**config.mk**
```make
export PLATFORM = sky130hd
export DESIGN_NAME = mult_share_ctrl
export DESIGN_NICKNAME = d
export VERILOG_FILES = /design/src/rtl/mult_share_ctrl.sv
export SDC_FILE = /design/constraint.sdc
export NUM_CORES = 1
export LEC_CHECK = 0
export BUFFER_PORTS_ARGS = -buffer_cell sky130_fd_sc_hd__buf_2
export CORE_MARGIN = 1.5
export CORE_UTILIZATION = 40
export CTS_CLUSTER_SIZE = 10
export DETAILED_ROUTE_END_ITERATION = 12
export PLACE_DENSITY = 0.69
export REMOVE_ABC_BUFFERS = 1
export SETUP_SLACK_MARGIN = 0.02
export SYNTH_ARGS = -nofsm -noshare
export SYNTH_HDL_FRONTEND = slang
export SYNTH_SLANG_ARGS = --single-unit
```
**constraint.sdc**
```tcl
create_clock -name clk -period 2 [get_ports clk]
set_input_delay 0.3 -clock clk [delete_from_list [all_inputs] [get_ports clk]]
set_output_delay 0.3 -clock clk [all_outputs]
set_load 0.02 [all_outputs]
```
**src/rtl/mult_share_ctrl.sv**
```systemverilog
// Round-robin arbiter sharing one sequential multiplier among N requesters.
// IDLE: pick winner | CLR: clear multiplier | START: start pulse | WAIT: await done/timeout | RESP: ack winner
module mult_share_ctrl #(
  parameter int N       = 4,
  parameter int W       = 5,
  parameter int TIMEOUT = 63
) (
  input  logic             clk,
  input  logic             rst,
  input  logic [N-1:0]     req,
  input  logic [N*W-1:0]   x_bus,
  input  logic [N*W-1:0]   y_bus,
  output logic [N-1:0]     ack,
  output logic [2*W-1:0]   result,
  output logic             err,
  output logic             busy,
  output logic [2:0]       grant_id,
  output logic             mul_rst,
  output logic             mul_start,
  output logic [W-1:0]     mul_x,
  output logic [W-1:0]     mul_y,
  input  logic [2*W-1:0]   mul_result,
  input  logic             mul_done
);

  typedef enum logic [2:0] {IDLE, CLR, START, WAIT, RESP} state_t;

  state_t         state, state_nxt;
  logic [2:0]     rr_ptr;
  logic [7:0]     cnt;
  logic           err_q;
  logic [2*N-1:0] req_rot;
  logic           pick_vld;
  logic [2:0]     pick_id;
  logic           done_ok;
  logic           time_out;

  // Rotate so bit 0 is the requester at rr_ptr; lowest set bit wins.
  always_comb begin
    int sum;
    req_rot  = {req, req} >> rr_ptr;
    pick_vld = 1'b0;
    pick_id  = '0;
    sum      = 0;
    for (int j = N - 1; j >= 0; j--) begin
      if (req_rot[j]) begin
        sum = int'(rr_ptr) + j;
        if (sum >= N) sum = sum - N;
        pick_vld = 1'b1;
        pick_id  = 3'(sum);
      end
    end
  end

  // A zero count marks the first WAIT cycle, where a stale done is ignored.
  assign done_ok  = (state == WAIT) && (cnt != 8'd0) && mul_done;
  assign time_out = (state == WAIT) && (cnt == 8'(TIMEOUT - 1));

  always_comb begin
    state_nxt = state;
    case (state)
      IDLE:    if (pick_vld) state_nxt = CLR;
      CLR:     state_nxt = START;
      START:   state_nxt = WAIT;
      WAIT:    if (done_ok || time_out) state_nxt = RESP;
      RESP:    state_nxt = IDLE;
      default: state_nxt = IDLE;
    endcase
  end

  always_ff @(posedge clk or negedge rst) begin
    if (!rst) begin
      state    <= IDLE;
      rr_ptr   <= '0;
      cnt      <= '0;
      err_q    <= 1'b0;
      result   <= '0;
      mul_x    <= '0;
      mul_y    <= '0;
      grant_id <= '0;
    end else begin
      state <= state_nxt;
      case (state)
        IDLE: begin
          if (pick_vld) begin
            grant_id <= pick_id;
            mul_x    <= x_bus[int'(pick_id)*W +: W];
            mul_y    <= y_bus[int'(pick_id)*W +: W];
          end
        end
        START: cnt <= '0;
        WAIT: begin
          cnt <= cnt + 8'd1;
          if (done_ok) begin
            result <= mul_result;
            err_q  <= 1'b0;
          end else if (time_out) begin
            result <= '0;
            err_q  <= 1'b1;
          end
        end
        RESP: rr_ptr <= (grant_id == 3'(N - 1)) ? 3'd0 : grant_id + 3'd1;
        default: ;
      endcase
    end
  end

  assign busy      = (state != IDLE);
  assign mul_rst   = (state == CLR);
  assign mul_start = (state == START);
  assign err       = (state == RESP) && err_q;
  assign ack       = (state == RESP) ? ({{(N-1){1'b0}}, 1'b1} << grant_id) : '0;

endmodule

```
==> run metrics, run 1 <==
status=complete, but fails checks; violated checks=setup timing; worst-path maximum fanout=5; All-Layer GR Usage=0.184; Critical Path Start Type=flop; most frequent cells in the layout=buf_2 (87), dfrtp_1 (37), nand2_1 (19), buf_4 (19), a22o_1 (13); Worst Setup Path Type=reg -> reg; DP Cell Count=374; vias in the first global route=roughly 1900; Worst EP required=between 2 and 2.5 ns; First-pass DRT Iterations=4; #FFs+latches synth=38; Final Hold Fails=0; drt via density=a little over 5; worst ir drop on vdd=between 0.9 and 1 mV; WL/cell=approximately 14 µm; Area contributors post-synth=dfrtp_1 (42%), mux2i_1 (11%), o221ai_2 (6.6%); largest net degree at the start of global routing=16; asr flop ratio synth=1.00; Worst Path Arrival=between 2 and 2.5 ns; CTS Buf Count=5; register area share after synthesis=0.417; 1st-iter DRT viols=between 60 and 70; Final min period=between 2 and 2.5 ns; ANT cells=0; fraction of layout instances using a drive strength above 1=0.503; Synth cell types=43; Routability Congestion=between 0.7 and 0.8; Final WS setup=-0.189 ns; Root Driver=clkbuf_8; Critical Path Sink Type=flop; routed wire length=about 5700 µm; die area=slightly above 0.006 mm²; vias=between 2000 and 2500; worst skew pair latency=approximately 0.29 ns; final non-filler cell total=just under 400; Ys Warns=0; Num Clock Sinks=38; Slew Viols, Final=0; Slew HR=0.686; # Max-Cap Violations=0; PwrDens=around 1600 mW/mm²; DP HPWL=3950 µm; Row Count=27; initial core utilization=0.414; Avg Cell Area, Syn=around 11 µm²; first-pass GRT wire length=between 8000 and 9000 µm; ANT nets after route=0; Post-synth EDFFs=0; maximum clock path buffer count=2; area grow syn2layout=42.8%; LEAKAGE=around 1.6 nW; H-tree Lvls=2; DP Area=0.00283 mm²; commonest non-fill, non-tap cell in the layout=buf_2; post-layout instance area=0.00325 mm²; slowest CP cell=mux4_2; Fmax=roughly 460 MHz; Clock Skews=between 0.008 and 0.009 ns; final-report setup violation count=14; unrepaired setup endpoints after global routing=yes; hold slack=0.234 ns; post-synth top area share=0.417; initial antenna violation count=0; Slowest Stage Delay on Critical Path=between 0.5 and 0.6 ns; # DRC=0; CTS tree=yes; worst-path cell chain=inv_4 > mux4_2 > o21bai_4 > a21oi_4 > buf_6 > buf_16 > mux2i_2 > o221ai_2; Slew @ Worst Pin=between 0.4 and 0.5 ns; core area=0.00551 mm²; Tcrit/Tclk final=1.09; nets@finish=between 300 and 400; Cell Area, Synth=~0.0023 mm²; Synth Flop Type=dfrtp_1; IO buf count=slightly below 90; Reg clk slew, reported paths=around 0.080 ns; Die W=between 70 and 80 µm; cells after synthesis=~210; HP Class=in -> reg; Yosys top cell by area=dfrtp_1; I/O pin total=88; Die Height=slightly below 80 µm; grt ovf=0
## report_power, final
| group | internal (W) | leakage, nW | total [W] | switching [W] |
|---|---|---|---|---|
| sequential | 0.00107 | 0.482 | 0.00134 | 0.000266 |
| clock | 0.000278 | 0.0482 | 0.000548 | 0.000270 |
| combinational | 0.00171 | 1.09 | 0.00333 | 0.00162 |
| total | 0.00306 | 1.62 | 0.00521 | 0.00215 |
## Yosys cell counts, types with 3 or more instances
cell      count
a21oi_1       6
a22o_1       13
and2_1        5
buf_6         5
clkbuf_1      5
dfrtp_1      38
ha_1          8
inv_1         7
mux2i_1      24
nand2_1      20
nand2b_1      4
nand3_1       6
nand3b_1      3
nor2_1       14
nor3_1        5
o21ai_0       7
o221ai_2     10
## routing by layer
metal / part of all wire / wire, µm / vias to the layer above / track usage
met5: 0 / 0 / - / 0
met4: 0.012 / 69 / 0 / 0.0554
met3: 0.048 / 270 / 8 / 0.0430
met2: 0.50 / 2810 / 58 / 0.316
met1: 0.44 / 2520 / 971 / 0.231
li1: - / - / 994 / -
## registers in the layout, summed over array words and instances, names as in the netlist
| name | cells |
|---|---|
| mul_y | 5 |
| mul_x | 5 |
| rr_ptr | 3 |
| result | 10 |
| state | 3 |
| cnt | 8 |
| err_q | 1 |
| grant_id | 3 |
## final timing paths
check / slack (ns) / cells after the start / endpoint / start
worst min-delay path: 0.23 / 2 / result[8] / mul_result[8]
max in group asynchronous: 1.05 / 3 / state[0] / rst
worst max-delay path: -0.19 / 8 / mul_y[4] / rr_ptr[1]
worst max register to register: -0.19 / 8 / mul_y[4] / rr_ptr[1]
worst min register to register: 0.49 / 2 / mul_x[1] / mul_x[1]
min in group asynchronous: 0.42 / 2 / cnt[2] / rst
## layout make-up
type                    instances  area, µm²
clock inverters                 1       5.00
well taps                      72       90.1
multi-input cells             154       1370
repair buffers                114        722
flip-flops and latches         38        952
fillers                       462       2250
inverters                       8       32.5
clock buffers                   7       86.3
## worst max-delay path: cells and delay by family (launching register included)
kind	cells	cell delay, ns
AOI/OAI and AO/OA	3	0.52
buffers and inverters	3	0.36
muxes	2	0.78
DFF	1	0.41
## stage by stage
step / power (W) / util / setup WS [ns] / TNS [ns]
2_1_floorplan: 0.00297 / - / -0.721 / -7.89
6_report: 0.00521 / 0.591 / -0.189 / -1.90
3_3_place_gp: 0.00373 / 0.514 / -0.209 / -2.25
4_1_cts: 0.00477 / 0.556 / -0.156 / -1.53
5_1_grt: 0.00556 / 0.591 / -0.244 / -2.81
3_5_place_dp: 0.00379 / 0.514 / -0.261 / -2.74
## timing repair
item,in CTS,in global routing
hold endpoints to repair,12,0
gates cloned,4,1
pin swaps,2,7
buffers inserted,3,3
hold buffers,1,0
endpoints found under the setup margin,14,18
resized for setup,13,26
## cells by family (layout without fill, tap and decap cells)
logic type,count (synthesis),count (layout),synth area share
buffers and inverters,21,130,0.0648
muxes,27,27,0.130
and+or+nand+nor,71,73,0.164
DFF,38,38,0.417
AOI/OAI and AO/OA,46,46,0.180
adders and majority gates,8,8,0.0439
Power figures use the tool's default switching activity.
==> run 2: changes to the inputs <==
GPL_ROUTABILITY_DRIVEN = 1   (was not set)
SETUP_SLACK_MARGIN = 0.1   (was 0.02)
==> run 2 against run 1 <==
  * The flow still finishes with violations (setup timing)
  * Clock skew grew 0.00091 ns
  * Flip-flop and latch count stayed put
  * Critical path type unchanged
  * Worst hold slack got worse by 0.0013 ns
  * Wire length increased by 0.93%
  * Combinational power about the same
  * First-iteration DRC count up 3.2%
  * Fmax increased by 0.20%
  * Highest routed layer unchanged
  * Largest power group unchanged
  * Clock power barely moved
  * Sequential share of layout area shrank 0.22 points
==> run metrics, run 2 (synthesis results as in run 1) <==
status=complete, but fails checks (unchanged); violated checks=setup timing (unchanged); first-pass GRT wire length=8910 µm (about the same); Routability Congestion=0.778 (unchanged); fraction of layout instances using a drive strength above 1=0.509 (was 0.503); hold endpoint=result[8] (unchanged); Reg clk slew, reported paths=0.08 ns (about the same); commonest non-fill, non-tap cell in the layout=buf_2 (unchanged); Critical Path Start Type=flop (unchanged); multi-input logic area=0.00137 mm² (about the same); maximum clock path buffer count=2 (unchanged); Clock Skews=0.00955 ns (was 0.00864 ns); drt via density=5.17 (was 5.15); # Max-Cap Violations=0 (unchanged); Die Height=78.5 µm (unchanged); Final WS setup=-0.184 ns (was -0.189 ns); Final Hold Fails=0 (unchanged); Final min period=2.18 ns (was 2.19 ns); initial core utilization=0.414 (unchanged); Root Driver=clkbuf_8 (unchanged); Row Count=27 (unchanged); r2r startpoint=rr_ptr[1] (unchanged); hold path startpoint=mul_result[8] (unchanged); post-layout instance area=0.00328 mm² (was 0.00325 mm²); core area=0.00551 mm² (unchanged); DP Area=0.00283 mm² (unchanged); ANT cells=0 (unchanged); worst-path maximum fanout=5 (unchanged); vias in the first global route=1942 (was 1940); PwrDens=1590 mW/mm² (was 1600 mW/mm²); IO buf count=87 (unchanged); most frequent cells in the layout=buf_2 (86), dfrtp_1 (37), buf_4 (22) (was buf_2 (87), dfrtp_1 (37), nand2_1 (19), buf_4 (19), a22o_1 (13)); Critical Path Sink Type=flop (unchanged); 1st-iter DRT viols=64 (was 62); Top Registers=result (10), cnt (8) (unchanged); routed wire length=5730 µm (was 5670 µm); initial antenna violation count=0 (unchanged); Die W=78.5 µm (unchanged); All-Layer GR Usage=0.184 (unchanged); setup slack, reg-to-reg=-0.18 ns (was -0.19 ns); Tot Pwr=0.00522 W (was 0.00521 W); Slew HR=0.734 (was 0.686); Reg2Reg Depth=8 (unchanged); Slew @ Worst Pin=0.396 ns (was 0.470 ns); Worst Setup Path Type=reg -> reg (unchanged); HP Class=in -> reg (unchanged); Worst Path Arrival=2.35 ns (about the same); Fmax=458 MHz (was 457 MHz); area grow syn2layout=43.9% (was 42.8%); Util after Layout=0.595 (was 0.591); # DRC=0 (unchanged); CTS Buf Count=5 (unchanged); worst skew pair latency=0.29 ns (about the same); First-pass DRT Iterations=5 (was 4); LEAKAGE=1.63 nW (was 1.62 nW); I/O pin total=88 (unchanged); CTS tree=yes (unchanged); WHS Path Cells=2 (unchanged); Place WS=-0.261 ns (unchanged); max FFs per register=10 (unchanged); final-report setup violation count=14 (unchanged); Slew Viols, Final=0 (unchanged); Biggest register=result (unchanged); vias=2046 (was 2031); Sequential Area=952 µm² (unchanged); Reg-to-Reg End=mul_y[4] (unchanged); die area=0.00616 mm² (unchanged); unrepaired setup endpoints after global routing=yes (unchanged); Fillers=460 (was 462); Tcrit/Tclk final=1.09 (about the same); worst ir drop on vdd=0.929 mV (was 0.927 mV); nets@finish=388 (was 386); ANT nets after route=0 (unchanged); H-tree Lvls=2 (unchanged); Worst EP required=2.17 ns (about the same); Num Clock Sinks=38 (unchanged); largest net degree at the start of global routing=16 (unchanged); grt ovf=0 (unchanged); DP HPWL=3950 µm (unchanged); WL/cell=14.5 µm (was 14.4 µm)
[run 2: timing repair]
item / in CTS / in global routing
hold buffers: 1 / 0
pin swaps: 2 / 7
hold endpoints to repair: 12 / 0
endpoints found under the setup margin: 19 / 19
setup buffers: 3 / 5
resized for setup: 17 / 25
cloned: 4 / 1
[run 2: through the flow]
step                      hold WS [ns]  instances  TNS (ns)
after global routing             0.227        396     -2.81
after detailed placement         0.213        374     -2.74
after CTS                        0.223        390     -1.53
final                            0.233        396     -1.85
after global placement           0.212        374     -2.25
after floorplan                0.00441        198     -7.89
[run 2: worst max-delay path by stage]
stage	start	end	slack, ns	cells past startpoint
floorplan	rr_ptr[1]	mul_x[0]	-0.72	6
global placement	req[0]	mul_x[4]	-0.21	7
detailed placement	req[0]	mul_x[0]	-0.26	7
CTS	rr_ptr[1]	mul_y[3]	-0.16	8
global route	rr_ptr[1]	mul_y[4]	-0.24	8
finish	rr_ptr[1]	mul_y[4]	-0.18	8
[run 2: routing by layer]
layer | track usage | share of wire
met1 | 0.231 | 0.44
met2 | 0.316 | 0.50
met3 | 0.0430 | 0.052
met4 | 0.0554 | 0.012
met5 | 0 | 0
[run 2: report_power, final]
| part | switching [W] | internal (W) | leakage, nW |
|---|---|---|---|
| Clock | 0.000272 | 0.000278 | 0.0482 |
| Combinational | 0.00162 | 0.00172 | 1.10 |
| Sequential | 0.000268 | 0.00107 | 0.482 |
| Total | 0.00216 | 0.00307 | 1.63 |
[run 2: worst max-delay path: stages (launching register included)]
cell,delay [ns]
dfrtp_1,0.41
inv_4,0.07
mux4_2,0.55
o21bai_4,0.21
a21oi_4,0.19
buf_6,0.15
buf_16,0.14
mux2i_2,0.23
o221ai_2,0.11
[run 2: cell type report]
class                   count  share of cell area
clock buffers               7              0.0263
well taps                  72              0.0275
inverters                   8             0.00992
clock inverters             1             0.00153
repair buffers            116               0.226
flip-flops and latches     38               0.290
multi-input cells         154               0.419
==> run 3: changes to the inputs <==
CORE_ASPECT_RATIO = 0.9   (was not set)
MAX_ROUTING_LAYER = met4   (was not set)
==> run 3 against run 2 <==
  * The flow still finishes with violations (setup timing)
  * Non-clock buffer count shrank 2
  * Combinational power grew 5%
  * Sequential power is essentially flat
  * Final cell count shrank 1.8%
  * Core utilization grew 2.7 points
  * Cell area grew 2.1%
  * Clock skew shrank 0.00086 ns
==> run metrics, run 3 (synthesis results as in run 1) <==
All-Layer GR Usage=0.207 (was 0.184); maximum clock path buffer count=2 (unchanged); Fillers=431 (was 460); initial antenna violation count=0 (unchanged); unrepaired setup endpoints after global routing=yes (unchanged); fraction of layout instances using a drive strength above 1=0.519 (was 0.509); max FFs per register=10 (unchanged); 1st-iter DRT viols=95 (was 64); PwrDens=1680 mW/mm² (was 1590 mW/mm²); IO buf count=87 (unchanged); Critical Path Start Type=flop (unchanged); post-layout instance area=0.00335 mm² (was 0.00328 mm²); # Max-Cap Violations=0 (unchanged); area grow syn2layout=46.8% (was 43.9%); hold slack=0.0561 ns (was 0.233 ns); first-pass GRT wire length=9270 µm (was 8910 µm); LEAKAGE=1.66 nW (was 1.63 nW); WL/cell=16.8 µm (was 14.5 µm); vias=2101 (was 2046); Die W=82.6 µm (was 78.5 µm); Critical Path Sink Type=flop (unchanged); Reg clk slew, reported paths=0.08 ns (about the same); die area=0.00616 mm² (about the same); DP HPWL=3910 µm (was 3950 µm); worst skew pair latency=0.29 ns (about the same); DP Area=0.00284 mm² (was 0.00283 mm²); multi-input logic area=0.00140 mm² (was 0.00137 mm²); largest net degree at the start of global routing=39 (was 16); ANT nets after route=0 (unchanged); most frequent cells in the layout=buf_2 (85), dfrtp_1 (37), buf_4 (20) (was buf_2 (86), dfrtp_1 (37), buf_4 (22)); Slew Viols, Final=0 (unchanged); Clock Skews=0.00869 ns (was 0.00955 ns); Final Hold Fails=0 (unchanged); worst-path maximum fanout=5 (unchanged); Top Registers=result (10), cnt (8) (unchanged); vias in the first global route=1930 (was 1942); violated checks=setup timing (unchanged); Tcrit/Tclk final=1.08 (was 1.09); First-pass DRT Iterations=4 (was 5); Util after Layout=0.622 (was 0.595); Final min period=2.16 ns (was 2.18 ns); Place WS=-0.165 ns (was -0.261 ns); Slew HR=0.662 (was 0.734); Slowest Stage Delay on Critical Path=0.54 ns (was 0.55 ns); grt ovf=0 (unchanged); Root Driver=clkbuf_8 (unchanged); commonest non-fill, non-tap cell in the layout=buf_2 (unchanged); worst-path cell chain=inv_4 > mux4_2 > o31ai_2 > a21oi_4 > buf_6 > buf_16 > mux2i_1 > o221ai_2 (was inv_4 > mux4_2 > o21bai_4 > a21oi_4 > buf_6 > buf_16 > mux2i_2 > o221ai_2); Row Count=25 (was 27); core area=0.00538 mm² (was 0.00551 mm²); Biggest register=result (unchanged); Sequential Area=952 µm² (unchanged); Die Height=74.6 µm (was 78.5 µm); Worst Setup Path Type=reg -> reg (unchanged); slowest CP cell=mux4_2 (unchanged); I/O pin total=88 (unchanged); ANT cells=0 (unchanged); Num Clock Sinks=38 (unchanged); Slew @ Worst Pin=0.507 ns (was 0.396 ns); CTS Buf Count=5 (unchanged); HP Class=in -> async (was in -> reg); # DRC=0 (unchanged); setup slack, reg-to-reg=-0.16 ns (was -0.18 ns); Fmax=463 MHz (was 458 MHz); nets@finish=386 (was 388); final-report setup violation count=13 (was 14); initial core utilization=0.423 (was 0.414); Routability Congestion=0.825 (was 0.778); Setup Total Neg Slack=-1.56 ns (was -1.85 ns); routed wire length=6520 µm (was 5730 µm); Worst EP required=2.18 ns (was 2.17 ns); status=complete, but fails checks (unchanged); H-tree Lvls=2 (unchanged); CTS tree=yes (unchanged); drt via density=5.40 (was 5.17); Final WS setup=-0.159 ns (was -0.184 ns); Worst Path Arrival=2.34 ns (was 2.35 ns); worst ir drop on vdd=0.968 mV (was 0.929 mV)
## run 3: area by class of cell
cell class | count | area share
clock buffers | 5 | 0.0206
well taps | 67 | 0.0251
repair buffers | 114 | 0.220
clock inverters | 3 | 0.0206
multi-input cells | 154 | 0.420
flip-flops and latches | 38 | 0.285
inverters | 8 | 0.00972
## run 3: what timing repair did
action | 4_1_cts | 5_1_grt
pin swaps | 7 | 12
cloned | 4 | 1
endpoints found under the setup margin | 19 | 19
setup buffers | 4 | 1
endpoints found under the hold margin | 0 | 0
gates resized for setup | 27 | 26
hold buffers | 0 | 0
## run 3: report_power, final
group / internal, W / leakage [nW] / switching [W]
combinational: 0.00176 / 1.11 / 0.00174
sequential: 0.00107 / 0.482 / 0.000267
clock: 0.000500 / 0.0683 / 0.000290
total: 0.00333 / 1.66 / 0.00230
## run 3: worst paths after layout
kind / start / to / depth (start not counted)
max: rr_ptr[1] / mul_y[2] / 8
min: rst / result[5] / 2
max reg2reg: rr_ptr[1] / mul_y[2] / 8
min reg2reg: mul_y[3] / mul_y[3] / 2
max in group asynchronous: rst / rr_ptr[0] / 2
min in group clk: mul_result[5] / result[5] / 2
## run 3: worst max-delay path: cells and delay by family, from the launching register on
| family | cells | cell delay (ns) |
|---|---|---|
| AOI/OAI and AO/OA | 3 | 0.52 |
| buffers and inverters | 3 | 0.36 |
| DFF | 1 | 0.41 |
| muxes | 2 | 0.76 |
## run 3: stage by stage
step / cells / total power (W)
after floorplan: 198 / 0.00297
after global placement: 371 / 0.00376
after detailed placement: 371 / 0.00382
after CTS: 387 / 0.00521
after global routing: 389 / 0.00596
final: 389 / 0.00563
## run 3: routing by layer
layer	vias up	global-route usage	wire (µm)
li1	995	-	-
met1	1037	0.289	2980
met2	59	0.313	3200
met3	10	0.0270	252
met4	0	0.0611	88
met5	-	-	0
